**config.mk**
```make
export PLATFORM = sky130hd
export DESIGN_NAME = seg7_bin2bcd
export DESIGN_NICKNAME = d
export VERILOG_FILES = /design/src/rtl/seg7_pkg.sv /design/src/rtl/seg7_bin2bcd_add3.sv /design/src/rtl/seg7_bin2bcd.sv
export SDC_FILE = /design/constraint.sdc
export NUM_CORES = 1
export LEC_CHECK = 0
export CORE_UTILIZATION = 49
export CTS_CLUSTER_DIAMETER = 100
export DETAILED_ROUTE_END_ITERATION = 6
export PLACE_DENSITY = 0.75
export REMOVE_ABC_BUFFERS = 1
export SKIP_LAST_GASP = 1
export SYNTH_ARGS = -nofsm -noshare
export SYNTH_HDL_FRONTEND = slang
export SYNTH_SLANG_ARGS = --single-unit
```
**constraint.sdc**
```tcl
create_clock -name clk -period 1.67 [get_ports clk]
set_input_delay 0.167 -clock clk [delete_from_list [all_inputs] [get_ports clk]]
set_output_delay 0.167 -clock clk [all_outputs]
set_load 0.02 [all_outputs]
```
**src/rtl/seg7_pkg.sv**
```systemverilog
// -----------------------------------------------------------------------------
// seg7_pkg
//   Shared types and digit codes for the 7-segment display path.
//   - bin2bcd_state_t : sequencer states of the binary-to-BCD formatter
//   - SEG7_CODE_E     : digit code rendered as "E" (overflow marker)
//   - SEG7_CODE_BLANK : digit code rendered with all segments off
//   - SEG7_NUM_DIGITS : number of display digits
//   - BCD_NIBBLES     : BCD accumulator depth (ten-thousands..units)
// -----------------------------------------------------------------------------
package seg7_pkg;

  typedef enum logic [1:0] {
    IDLE   = 2'd0,
    SHIFT  = 2'd1,
    FORMAT = 2'd2
  } bin2bcd_state_t;

  localparam logic [3:0] SEG7_CODE_E     = 4'd10;
  localparam logic [3:0] SEG7_CODE_BLANK = 4'd15;
  localparam int         SEG7_NUM_DIGITS = 4;
  // One nibble beyond the display width so values up to 99999 are exact.
  localparam int         BCD_NIBBLES     = SEG7_NUM_DIGITS + 1;

endpackage

```
**src/rtl/seg7_bin2bcd_add3.sv**
```systemverilog
// -----------------------------------------------------------------------------
// bcd_add3
//   Combinational double-dabble nibble correction: n >= 5 ? n + 3 : n.
//   Applied before each left shift so a digit that would reach >= 10 after
//   doubling carries correctly into the next nibble.
// Ports
//   i_nibble  in   4  BCD nibble before correction
//   o_nibble  out  4  corrected nibble
// -----------------------------------------------------------------------------
module bcd_add3 (
  input  logic [3:0] i_nibble,
  output logic [3:0] o_nibble
);

  assign o_nibble = (i_nibble >= 4'd5) ? (i_nibble + 4'd3) : i_nibble;

endmodule

```
**src/rtl/seg7_bin2bcd.sv**
```systemverilog
// -----------------------------------------------------------------------------
// seg7_bin2bcd
//   Sequential binary-to-BCD formatter feeding seg7_display. Converts one bit
//   per clock with shift-add-3, then formats four display digits with optional
//   leading-zero blanking and an overflow marker for values above 9999.
// Parameters
//   IN_WIDTH    width of bin_in (4..16)
//   BLANK_LZ    1 = blank leading zeros in digit_0..digit_2
//   OVF_CODE    code shown in digit_0 on overflow
//   BLANK_CODE  code rendered as all segments off
// Ports
//   clk      in   1         system clock
//   rst_n    in   1         asynchronous reset, active-low
//   start    in   1         conversion request, sampled only in IDLE
//   bin_in   in   IN_WIDTH  unsigned value, captured on the accepted start edge
//   busy     out  1         conversion in progress
//   done     out  1         one-cycle pulse, result updated on the same edge
//   valid    out  1         a result has been produced since reset
//   ovf      out  1         last result was > 9999
//   digit_0  out  4         thousands digit (leftmost)
//   digit_1  out  4         hundreds digit
//   digit_2  out  4         tens digit
//   digit_3  out  4         units digit (rightmost)
// -----------------------------------------------------------------------------
module seg7_bin2bcd
  import seg7_pkg::*;
#(
  parameter int         IN_WIDTH   = 16,
  parameter bit         BLANK_LZ   = 1'b1,
  parameter logic [3:0] OVF_CODE   = SEG7_CODE_E,
  parameter logic [3:0] BLANK_CODE = SEG7_CODE_BLANK
) (
  input  logic                clk,
  input  logic                rst_n,
  input  logic                start,
  input  logic [IN_WIDTH-1:0] bin_in,
  output logic                busy,
  output logic                done,
  output logic                valid,
  output logic                ovf,
  output logic [3:0]          digit_0,
  output logic [3:0]          digit_1,
  output logic [3:0]          digit_2,
  output logic [3:0]          digit_3
);

  localparam int CNT_W = $clog2(IN_WIDTH + 1);
  localparam int BCD_W = 4 * BCD_NIBBLES;

  bin2bcd_state_t      r_state;
  logic [IN_WIDTH-1:0] r_bin;
  logic [BCD_W-1:0]    r_bcd;
  logic [CNT_W-1:0]    r_count;

  logic [BCD_W-1:0]    w_bcd_adj;
  logic                w_ovf_det;
  logic [3:0]          w_dig0;
  logic [3:0]          w_dig1;
  logic [3:0]          w_dig2;
  logic [3:0]          w_dig3;

  // Per-nibble add-3 correction of the accumulator.
  genvar gi;
  generate
    for (gi = 0; gi < BCD_NIBBLES; gi++) begin : g_add3
      bcd_add3 u_add3 (
        .i_nibble (r_bcd[4*gi +: 4]),
        .o_nibble (w_bcd_adj[4*gi +: 4])
      );
    end
  endgenerate

  // Display formatting of the finished accumulator. Nibble 4 is the
  // ten-thousands place; nibbles 3..0 map to digit_0..digit_3.
  always_comb begin
    w_ovf_det = (r_bcd[19:16] != 4'd0);
    w_dig0    = r_bcd[15:12];
    w_dig1    = r_bcd[11:8];
    w_dig2    = r_bcd[7:4];
    w_dig3    = r_bcd[3:0];
    if (w_ovf_det) begin
      w_dig0 = OVF_CODE;
      w_dig1 = BLANK_CODE;
      w_dig2 = BLANK_CODE;
      w_dig3 = BLANK_CODE;
    end else if (BLANK_LZ) begin
      // Blank left to right only while every digit so far is zero, so inner
      // zeros (e.g. 1005) are kept and the units digit always shows.
      if (r_bcd[15:12] == 4'd0) begin
        w_dig0 = BLANK_CODE;
        if (r_bcd[11:8] == 4'd0) begin
          w_dig1 = BLANK_CODE;
          if (r_bcd[7:4] == 4'd0) begin
            w_dig2 = BLANK_CODE;
          end
        end
      end
    end
  end

  always_ff @(posedge clk or negedge rst_n) begin
    if (!rst_n) begin
      r_state <= IDLE;
      r_bin   <= '0;
      r_bcd   <= '0;
      r_count <= '0;
      busy    <= 1'b0;
      done    <= 1'b0;
      valid   <= 1'b0;
      ovf     <= 1'b0;
      digit_0 <= BLANK_CODE;
      digit_1 <= BLANK_CODE;
      digit_2 <= BLANK_CODE;
      digit_3 <= BLANK_CODE;
    end else begin
      done <= 1'b0;
      case (r_state)
        IDLE: begin
          if (start) begin
            r_bin   <= bin_in;
            r_bcd   <= '0;
            r_count <= CNT_W'(IN_WIDTH);
            busy    <= 1'b1;
            r_state <= SHIFT;
          end
        end
        SHIFT: begin
          // Correct, then shift the next binary MSB into the BCD LSB.
          {r_bcd, r_bin} <= {w_bcd_adj, r_bin} << 1;
          r_count        <= r_count - CNT_W'(1);
          if (r_count == CNT_W'(1)) begin
            r_state <= FORMAT;
          end
        end
        FORMAT: begin
          digit_0 <= w_dig0;
          digit_1 <= w_dig1;
          digit_2 <= w_dig2;
          digit_3 <= w_dig3;
          ovf     <= w_ovf_det;
          busy    <= 1'b0;
          valid   <= 1'b1;
          done    <= 1'b1;
          r_state <= IDLE;
        end
        default: begin
          r_state <= IDLE;
        end
      endcase
    end
  end

endmodule

```
Word level (Yosys, flattened, before mapping)
Cells that the tools add are included.

Flip-flop bits (word level): 63. Bits of input ports: 19.

Add/subtract/negate cells: 6. Order comparisons: 5. Equality and inequality tests: 5. Multiplexer cells: 27. Reduce and logical (&&, ||, !) cells: 10.

Operators with widths (number): 4-bit 2-to-1 mux (14); 20-bit one-hot mux with 2 select lines (1); 16-bit one-hot mux with 2 select lines (1); 4-bit by 3-bit >= comparator with 1-bit output (second input constant) (5); 20-bit 2-to-1 mux (1); 4-bit by 2-bit adder with 4-bit output (second input constant) (4); 16-bit 2-to-1 mux (1); 4-bit logical NOT (3); 5-bit one-hot mux with 2 select lines (1); 2-bit AND reduction (3); 5-bit by 1-bit == test with 1-bit output (second input constant) (1); 5-bit 2-to-1 mux (1); 5-bit by 1-bit subtractor with 5-bit output (second input constant) (1); 2-bit 2-to-1 mux (2); 2-bit != test (second input constant) (2); 2-bit one-hot mux with 2 select lines (1); 2-bit nonzero test (2); 4-bit nonzero test (1); 3-bit by 2-bit adder with 3-bit output (second input constant) (1); 3-bit 2-to-1 mux (1); 2-bit by 1-bit == test with 1-bit output (second input constant) (1); 2-bit == test (second input constant) (1); 2-bit logical NOT (1); 1-bit 2-to-1 mux (2); 1-bit one-hot mux with 2 select lines (1).

Logic depth before layout (Yosys ltp)
Gate-level depths: netlist of run 1.

Depth after elaboration: 5. Mapped depth: 6. Mapped depth without buffers: 6.

By module
Synthesis of run 1 repeated with hierarchy kept, for this count alone.

Cells, all modules: 333. Area, all modules: 3300.7 um^2.

By module, submodules not included: seg7_bin2bcd (instances 1, cells an instance 253, area an instance 2793.9 um^2, sequential area each 1596.5 um^2); bcd_add3 (instances 5, cells an instance 16, area an instance 101.3 um^2, sequential area each 0.0 um^2).

Worst setup path after synthesis of run 1
OpenSTA, ideal clock, no wires.

Path type: flip-flop to flip-flop. From: reg r_bcd[8]. To: reg r_bcd[10]. Data arrival time: 1.475 ns. Slack: 0.112 ns. Cell stages (with the launch flop): 7. Path buffers: 0. Period minus slack after synthesis: 1.558 ns. Cell sequence: dfrtp_1 > inv_1 > ha_1 > nand2b_1 > a21oi_1 > mux2_2 > o21ai_0.

Word-level cells in the longest chain between the ends: 3.

Ends and longest elaborated chain: start: declaration (RTL line seg7_bin2bcd.sv:52) `logic [BCD_W-1:0] r_bcd;`; start signal: assignment (RTL line seg7_bin2bcd.sv:129) `{r_bcd, r_bin} <= {w_bcd_adj, r_bin} << 1;`; 4-bit by 2-bit adder with 4-bit output / 4-bit by 3-bit >= comparator with 1-bit output (equally long branches) (RTL line seg7_bin2bcd_add3.sv:15) `assign o_nibble = (i_nibble >= 4'd5) ? (i_nibble + 4'd3) : i_nibble;`; 4-bit 2-to-1 mux * (RTL line seg7_bin2bcd_add3.sv:15); 20-bit one-hot mux with 2 select lines * (RTL line seg7_bin2bcd.sv:117) `case (r_state)`.

Mark *: on every way between the ends. The rest lies on a longest branch, timed or not. A chain may end at the register's enable or synchronous reset.

Worst setup path in the final report of run 1
From: reg r_bcd[12]. To: reg digit_2[0].

Word-level cells in the longest chain between the ends: 3.

Ends and longest elaborated chain: 4-bit logical NOT (RTL line seg7_bin2bcd.sv:89) `if (r_bcd[15:12] == 4'd0) begin`; 4-bit 2-to-1 mux (RTL line seg7_bin2bcd.sv:89); 4-bit 2-to-1 mux (RTL line seg7_bin2bcd.sv:81) `if (w_ovf_det) begin`; end signal: assignment (RTL line seg7_bin2bcd.sv:138) `digit_2 <= w_dig2;`; end: declaration (RTL line seg7_bin2bcd.sv:43) `output logic [3:0] digit_2,`.

No other way between the ends.

==> reports/qor.yml, run 1 <==
synth:
  avgSynthCellArea_um2: 10.8
  synth_edf_count: 0
  synthArstFlopShare_pct: 100
  syn_inst: 276
  syn_area_mm2: 0.00297
  synth-seq-area-share_pct: 53.7
  synthSimpleGateAreaFrac_pct: 14.3
  synth_top_family_by_area: "compound AO/OA/AOI/OAI gates"
  ys_types: 40
  synthXorXnorAreaFrac_pct: 2.65
  ys.flop_type: "dfrtp_1"
  ys_seq_elements: 63
  synthAdderAreaFrac_pct: 5.05
  synth.area.mux_share_pct: 2.23
  yosysWarnings: 0
  synth_compound_area_share_pct: 17.7
timing:
  holdWs_ns: 0.286
  rsz0062_at_grt: "yes"
  period_share_pct: 98.4
  period_needed_ns: 1.64
  fmax_mhz: 609
  worst_pin_slew_ns: 0.395
  setup_tns_ns: 0
  max-slew-margin-rel_pct: 73.3
  setup_violations: 0
  drv_slew: 0
  clock_skew_ns: 0.00546
  timing_hold_violations_final: 0
grt:
  antenna_found_initial: 0
  grt_pass1_vias: 2227
  grt_pass1_wl_mm: 10.3
  globalRouteTotalUtil_pct: 21.4
  grt_start_max_net_pins: 34
  grt-ovfl-total: 0
cts:
  clkTransAtPathRegs_ns: 0.07
  tritoncts: "yes"
  clock_path_buffers: 2
  cts-buffers-inserted: 9
  cts.sinks: 63
  cts_root_buf: "clkbuf_8"
  clkLatencyLatePin_ns: 0.34
  htree_levels: 3
final_layout:
  layout-drive-gt1-share_pct: 21.1
  final_cell_mix: "dfrtp_1, nand2_1, clkdlybuf4s50_1, nand3_1, buf_4"
  antenna_cells: 0
  syn_to_final_growth_pct: 27.7
  design_area_mm2: 0.00380
  fin_nets: 363
  fillers: 503
  layout_commonest_cell: "dfrtp_1"
  final_cell_count_no_fill: 412
worst_setup_path:
  slowest_stage: "dfrtp_1"
  crit_start: "r_bcd[12]$_DFFE_PN0P_"
  path_cells: "inv_2 -> ha_2 -> nor3b_4 -> nand4_1 -> o21bai_1 -> o22a_1"
  r2r_start: "r_bcd[12]$_DFFE_PN0P_"
  crit_family: "compound AO/OA/AOI/OAI gates"
  arrival_ns: 1.92
  slowest_delay_ns: 0.44
  path_class: "reg2reg"
  path_buf_inv: 1
  critPathLaunchType: "register"
  cp-end-kind: "register"
  path_max_fanout: 5
  crit_required_ns: 1.94
outcome:
  status: "completed"
power:
  power_density_mw_per_mm2: 2000
  p_leak_uw: 0.00172
  finalPower_uw: 7590
  ir_worst_vdd_v: 0.00103
place:
  dp_cells: 393
  portBuffers: 38
  finalWeightedCongestion: 0.753
  dp_hpwl_mm: 4.21
  placed_cell_area_mm2: 0.00354
floorplanning:
  dieArea_mm2: 0.00638
  fp.dieH_um: 79.9
  start_util_pct: 50.5
  num_io_pins: 39
  core-area_mm2: 0.00589
  die_w_um: 79.9
  rows: 28
route:
  drt_wl_total_mm: 6.11
  avgRoutedWirePerCell_um: 14.8
  ant_nets: 0
  drtIter0Drc: 164
  route.vias.total: 2273
  dr.pass1.iters: 4
  viasPerCell: 5.52
  drc_errors: 0
min_path:
  holdCritPathClass: "in2async"
flow_run:
  drv_cap: 0
flip-flops by register name (all words and copies together) (netlist names):
| register | count |
|---|---|
| digit_1 | 4 |
| ovf | 1 |
| digit_3 | 4 |
| r_bin | 16 |
| r_bcd | 20 |
| valid | 1 |
| digit_2 | 4 |
| digit_0 | 4 |
| done | 1 |
| busy | 1 |
| r_count | 5 |
| r_state | 2 |
kinds of logic after synthesis:
family                     after synthesis
AOI/OAI and AO/OA                       74
xor gates and xnor gates                 9
adders and majority gates               12
buffers and inverters                   29
DFF                                     63
muxes                                    6
and+or+nand+nor                         83
cells in the mapped netlist, types with 2 or more instances:
cell type | number | area share [%]
a21oi_1 | 6 | 1.0
a22oi_1 | 15 | 3.8
a32o_1 | 5 | 1.7
buf_2 | 10 | 1.7
clkbuf_1 | 3 | 0.38
dfrtp_1 | 47 | 40
dfstp_2 | 16 | 14
ha_1 | 12 | 5.1
inv_1 | 15 | 1.9
mux2_2 | 5 | 1.9
nand2_1 | 36 | 4.5
nand2b_1 | 6 | 1.3
nand3_1 | 18 | 3.0
nor2_1 | 8 | 1.0
nor2b_1 | 2 | 0.42
o21ai_0 | 13 | 2.2
o21ai_1 | 6 | 1.0
o22a_1 | 10 | 2.9
o22ai_1 | 2 | 0.42
o31ai_1 | 10 | 2.5
o32a_1 | 4 | 1.3
or2_2 | 2 | 0.42
xnor2_1 | 5 | 1.5
xor2_1 | 4 | 1.2
per-stage QoR:
stage	setup WS, ns	utilization (%)
after global routing	-0.0407	64.5
after floorplan	-0.386	-
after CTS	0.00846	63.4
after detailed placement	0.0190	60.2
after global placement	0.0557	60.2
final	0.0275	64.5
power breakdown:
group | internal (uW) | switching [uW] | total, uW
registers | 2340 | 571 | 2910
logic | 1750 | 1750 | 3500
clock network | 616 | 563 | 1180
what timing repair did:
item                                   4_1_cts  5_1_grt
hold buffers                                 1        0
pin swaps                                    1        3
setup buffers                                0        2
setup endpoints to repair                    1       19
endpoints found under the hold margin        5        0
resized for setup                            0       17
per-layer routing:
layer / share of wire [%] / track usage (%) / vias up
li1: - / - / 1099
met5: 0 / 0 / -
met2: 49 / 35.0 / 59
met3: 3.8 / 4.46 / 9
met1: 45 / 26.7 / 1106
met4: 1.7 / 11.3 / 0
area by class of cell:
class / instances / area (um2) / share of cell area (%)
Sequential cell: 63 / 1600 / 42.0
Multi-Input combinational cell: 184 / 1280 / 33.7
Clock inverter: 3 / 17.5 / 0.461
Clock buffer: 13 / 159 / 4.18
Tap cell: 75 / 93.8 / 2.47
Inverter: 15 / 56.3 / 1.48
Timing Repair Buffer: 59 / 593 / 15.6
final timing paths:
path                                          endpoint  cells past startpoint  slack, ns
worst max-delay path            digit_2[0]$_DFFE_PN1P_                      6       0.03
worst min-delay path              r_bcd[9]$_DFFE_PN0P_                      2       0.29
worst max register to register  digit_2[0]$_DFFE_PN1P_                      6       0.03
worst min register to register       valid$_DFFE_PN0P_                      1       0.47
max in group asynchronous       digit_2[0]$_DFFE_PN1P_                      3       0.80
min in group clk                  r_bin[0]$_DFFE_PN0P_                      3       0.38
No activity file was read; power rests on OpenSTA's default activity.
==> run 2: changes to the inputs <==
--- a/config.mk
+++ b/config.mk
@@ -9,6 +9,7 @@
 export CTS_CLUSTER_DIAMETER = 100
 export DETAILED_ROUTE_END_ITERATION = 6
 export PLACE_DENSITY = 0.75
+export RECOVER_POWER = 50
 export REMOVE_ABC_BUFFERS = 1
 export SKIP_LAST_GASP = 1
 export SYNTH_ARGS = -nofsm -noshare
==> reports/qor.yml, run 2 (synthesis results as in run 1) <==
floorplanning:
  num_io_pins: 39  # unchanged
  dieArea_mm2: 0.00638  # unchanged
  core-area_mm2: 0.00589  # unchanged
  rows: 28  # unchanged
  die_w_um: 79.9  # unchanged
  fp.dieH_um: 79.9  # unchanged
  start_util_pct: 50.5  # unchanged
route:
  drt_wl_total_mm: 6.11  # about the same
  route.vias.total: 2259  # -0.62%
  ant_nets: 0  # unchanged
  viasPerCell: 5.48  # -0.62%
  drtIter0Drc: 174  # +6.1%
  drc_errors: 0  # unchanged
  avgRoutedWirePerCell_um: 14.8  # about the same
  dr.pass1.iters: 4  # unchanged
worst_setup_path:
  cp-end-kind: "register"
  crit_required_ns: 1.94  # about the same
  arrival_ns: 1.92  # about the same
  slowest_stage: "dfrtp_1"
  path_cells: "inv_2 -> ha_2 -> nor3b_4 -> nand4_1 -> o21bai_1 -> o22a_1"
  critPathLaunchType: "register"
  path_max_fanout: 5  # unchanged
  path_class: "reg2reg"
  slowest_delay_ns: 0.44  # about the same
place:
  portBuffers: 38  # unchanged
  place_ws_ns: 0.0190  # unchanged
  placed_cell_area_mm2: 0.00354  # unchanged
  finalWeightedCongestion: 0.753  # unchanged
  dp_hpwl_mm: 4.21  # unchanged
outcome:
  status: "completed"
final_layout:
  design_area_mm2: 0.00376  # -0.86%
  top_regs: "r_bcd: 20 flops, r_bin: 16 flops, r_count: 5 flops"
  antenna_cells: 0  # unchanged
  layout-drive-gt1-share_pct: 20.8  # -0.30 points
  largest_reg_flops: 20  # unchanged
  syn_to_final_growth_pct: 26.6
  utilization_pct: 64.0  # -0.55 points
  fillers: 507  # +0.80%
  largest-register: "r_bcd"
  final_cell_mix: "dfrtp_1, nand2_1, clkdlybuf4s50_1, nand3_1, dfstp_2"
  layout_commonest_cell: "dfrtp_1"
  fin_nets: 363  # unchanged
cts:
  cts.sinks: 63  # unchanged
  clock_path_buffers: 2  # unchanged
  htree_levels: 3  # unchanged
  tritoncts: "yes"
  cts_root_buf: "clkbuf_8"
  clkTransAtPathRegs_ns: 0.07  # about the same
  clkLatencyLatePin_ns: 0.34  # about the same
  cts-buffers-inserted: 9  # unchanged
timing:
  timing_hold_violations_final: 0  # unchanged
  period_needed_ns: 1.64  # +0.000621 ns
  fmax_mhz: 609  # about the same
  setup_violations: 0  # unchanged
  period_share_pct: 98.4  # about the same
  holdWs_ns: 0.378  # +0.0927 ns
  rsz0062_at_grt: "yes"
  drv_slew: 0  # unchanged
  max-slew-margin-rel_pct: 37.0  # -36 points
  clock_skew_ns: 0.00574  # +0.000280 ns
  worst_pin_slew_ns: 0.945  # +0.550 ns
  worst_slack_ns: 0.0269  # -0.000621 ns
min_path:
  holdCritPathClass: "in2reg"
grt:
  globalRouteTotalUtil_pct: 21.4  # unchanged
  grt-ovfl-total: 0  # unchanged
  antenna_found_initial: 0  # unchanged
  grt_start_max_net_pins: 34  # unchanged
  grt_pass1_wl_mm: 10.3  # unchanged
  grt_pass1_vias: 2227  # unchanged
power:
  ir_worst_vdd_v: 0.00103  # about the same
  p_leak_uw: 0.00168  # -2.7%
  power_density_mw_per_mm2: 2010  # +0.31%
flow_run:
  drv_cap: 0  # unchanged
## run 2: changes by cell type in the layout (fill, tap and decap cells not counted)
cell            previous run  this run
buf_4                     17        15
clkbuf_1                   2         6
dlymetal6s2s_1             8         5
clkbuf_2                   0         2
buf_2                      1         0
## run 2: final timing paths
check,start,to,slack (ns),depth (start not counted)
worst max-delay path,r_bcd[12]$_DFFE_PN0P_,digit_2[0]$_DFFE_PN1P_,0.03,6
worst min register to register,valid$_DFFE_PN0P_,valid$_DFFE_PN0P_,0.48,1
min in group asynchronous,rst_n,r_bcd[9]$_DFFE_PN0P_,0.49,2
worst min-delay path,bin_in[0],r_bin[0]$_DFFE_PN0P_,0.38,3
max in group asynchronous,rst_n,r_bin[8]$_DFFE_PN0P_,0.26,3
worst max register to register,r_bcd[12]$_DFFE_PN0P_,digit_2[0]$_DFFE_PN1P_,0.03,6
## run 2: area by class of cell
class	instances	area (um2)	share of cell area, %
clock buffers	13	159	4.22
inverters	15	56.3	1.50
multi-input cells	184	1280	34.0
flip-flops and latches	63	1600	42.4
well taps	75	93.8	2.49
repair buffers	59	561	14.9
clock inverters	3	17.5	0.465
## run 2: stage by stage
stage / power, uW / TNS (ns) / cells
after CTS: 7570 / 0 / 410
after global placement: 6170 / 0 / 393
after global routing: 8130 / -0.109 / 412
final: 7550 / 0 / 412
after detailed placement: 6360 / 0 / 393
after floorplan: 4970 / -4.98 / 262
## run 2: metal layers
layer	vias to the layer above	track usage, %	share of wire, %	wire, um
li1	1098	-	-	-
met1	1100	26.7	46	2800
met2	51	35.0	49	2990
met3	10	4.46	3.4	209
met4	0	11.3	1.8	110
met5	-	0	0	0
## run 2: critical path, delay by kind of cell (launching register included)
family	cells	cell delay, ns
AO/OA/AOI/OAI	2	0.46
adder cells (fa/ha/maj)	1	0.20
buffers and inverters	1	0.09
flip-flops	1	0.44
AND/OR/NAND/NOR	2	0.40
## run 2: power by group
group | internal (uW) | leakage (uW) | total (uW) | switching [uW]
Combinational | 1710 | 0.000832 | 3460 | 1750
Sequential | 2340 | 0.000756 | 2910 | 571
Clock | 616 | 0.0000894 | 1180 | 562
## run 2: timing repair
item | in CTS | in global routing
hold endpoints to repair | 5 | 0
buffers inserted | 0 | 2
setup endpoints to repair | 1 | 19
resized for setup | 0 | 17
hold buffers | 1 | 0
pin swaps | 1 | 3
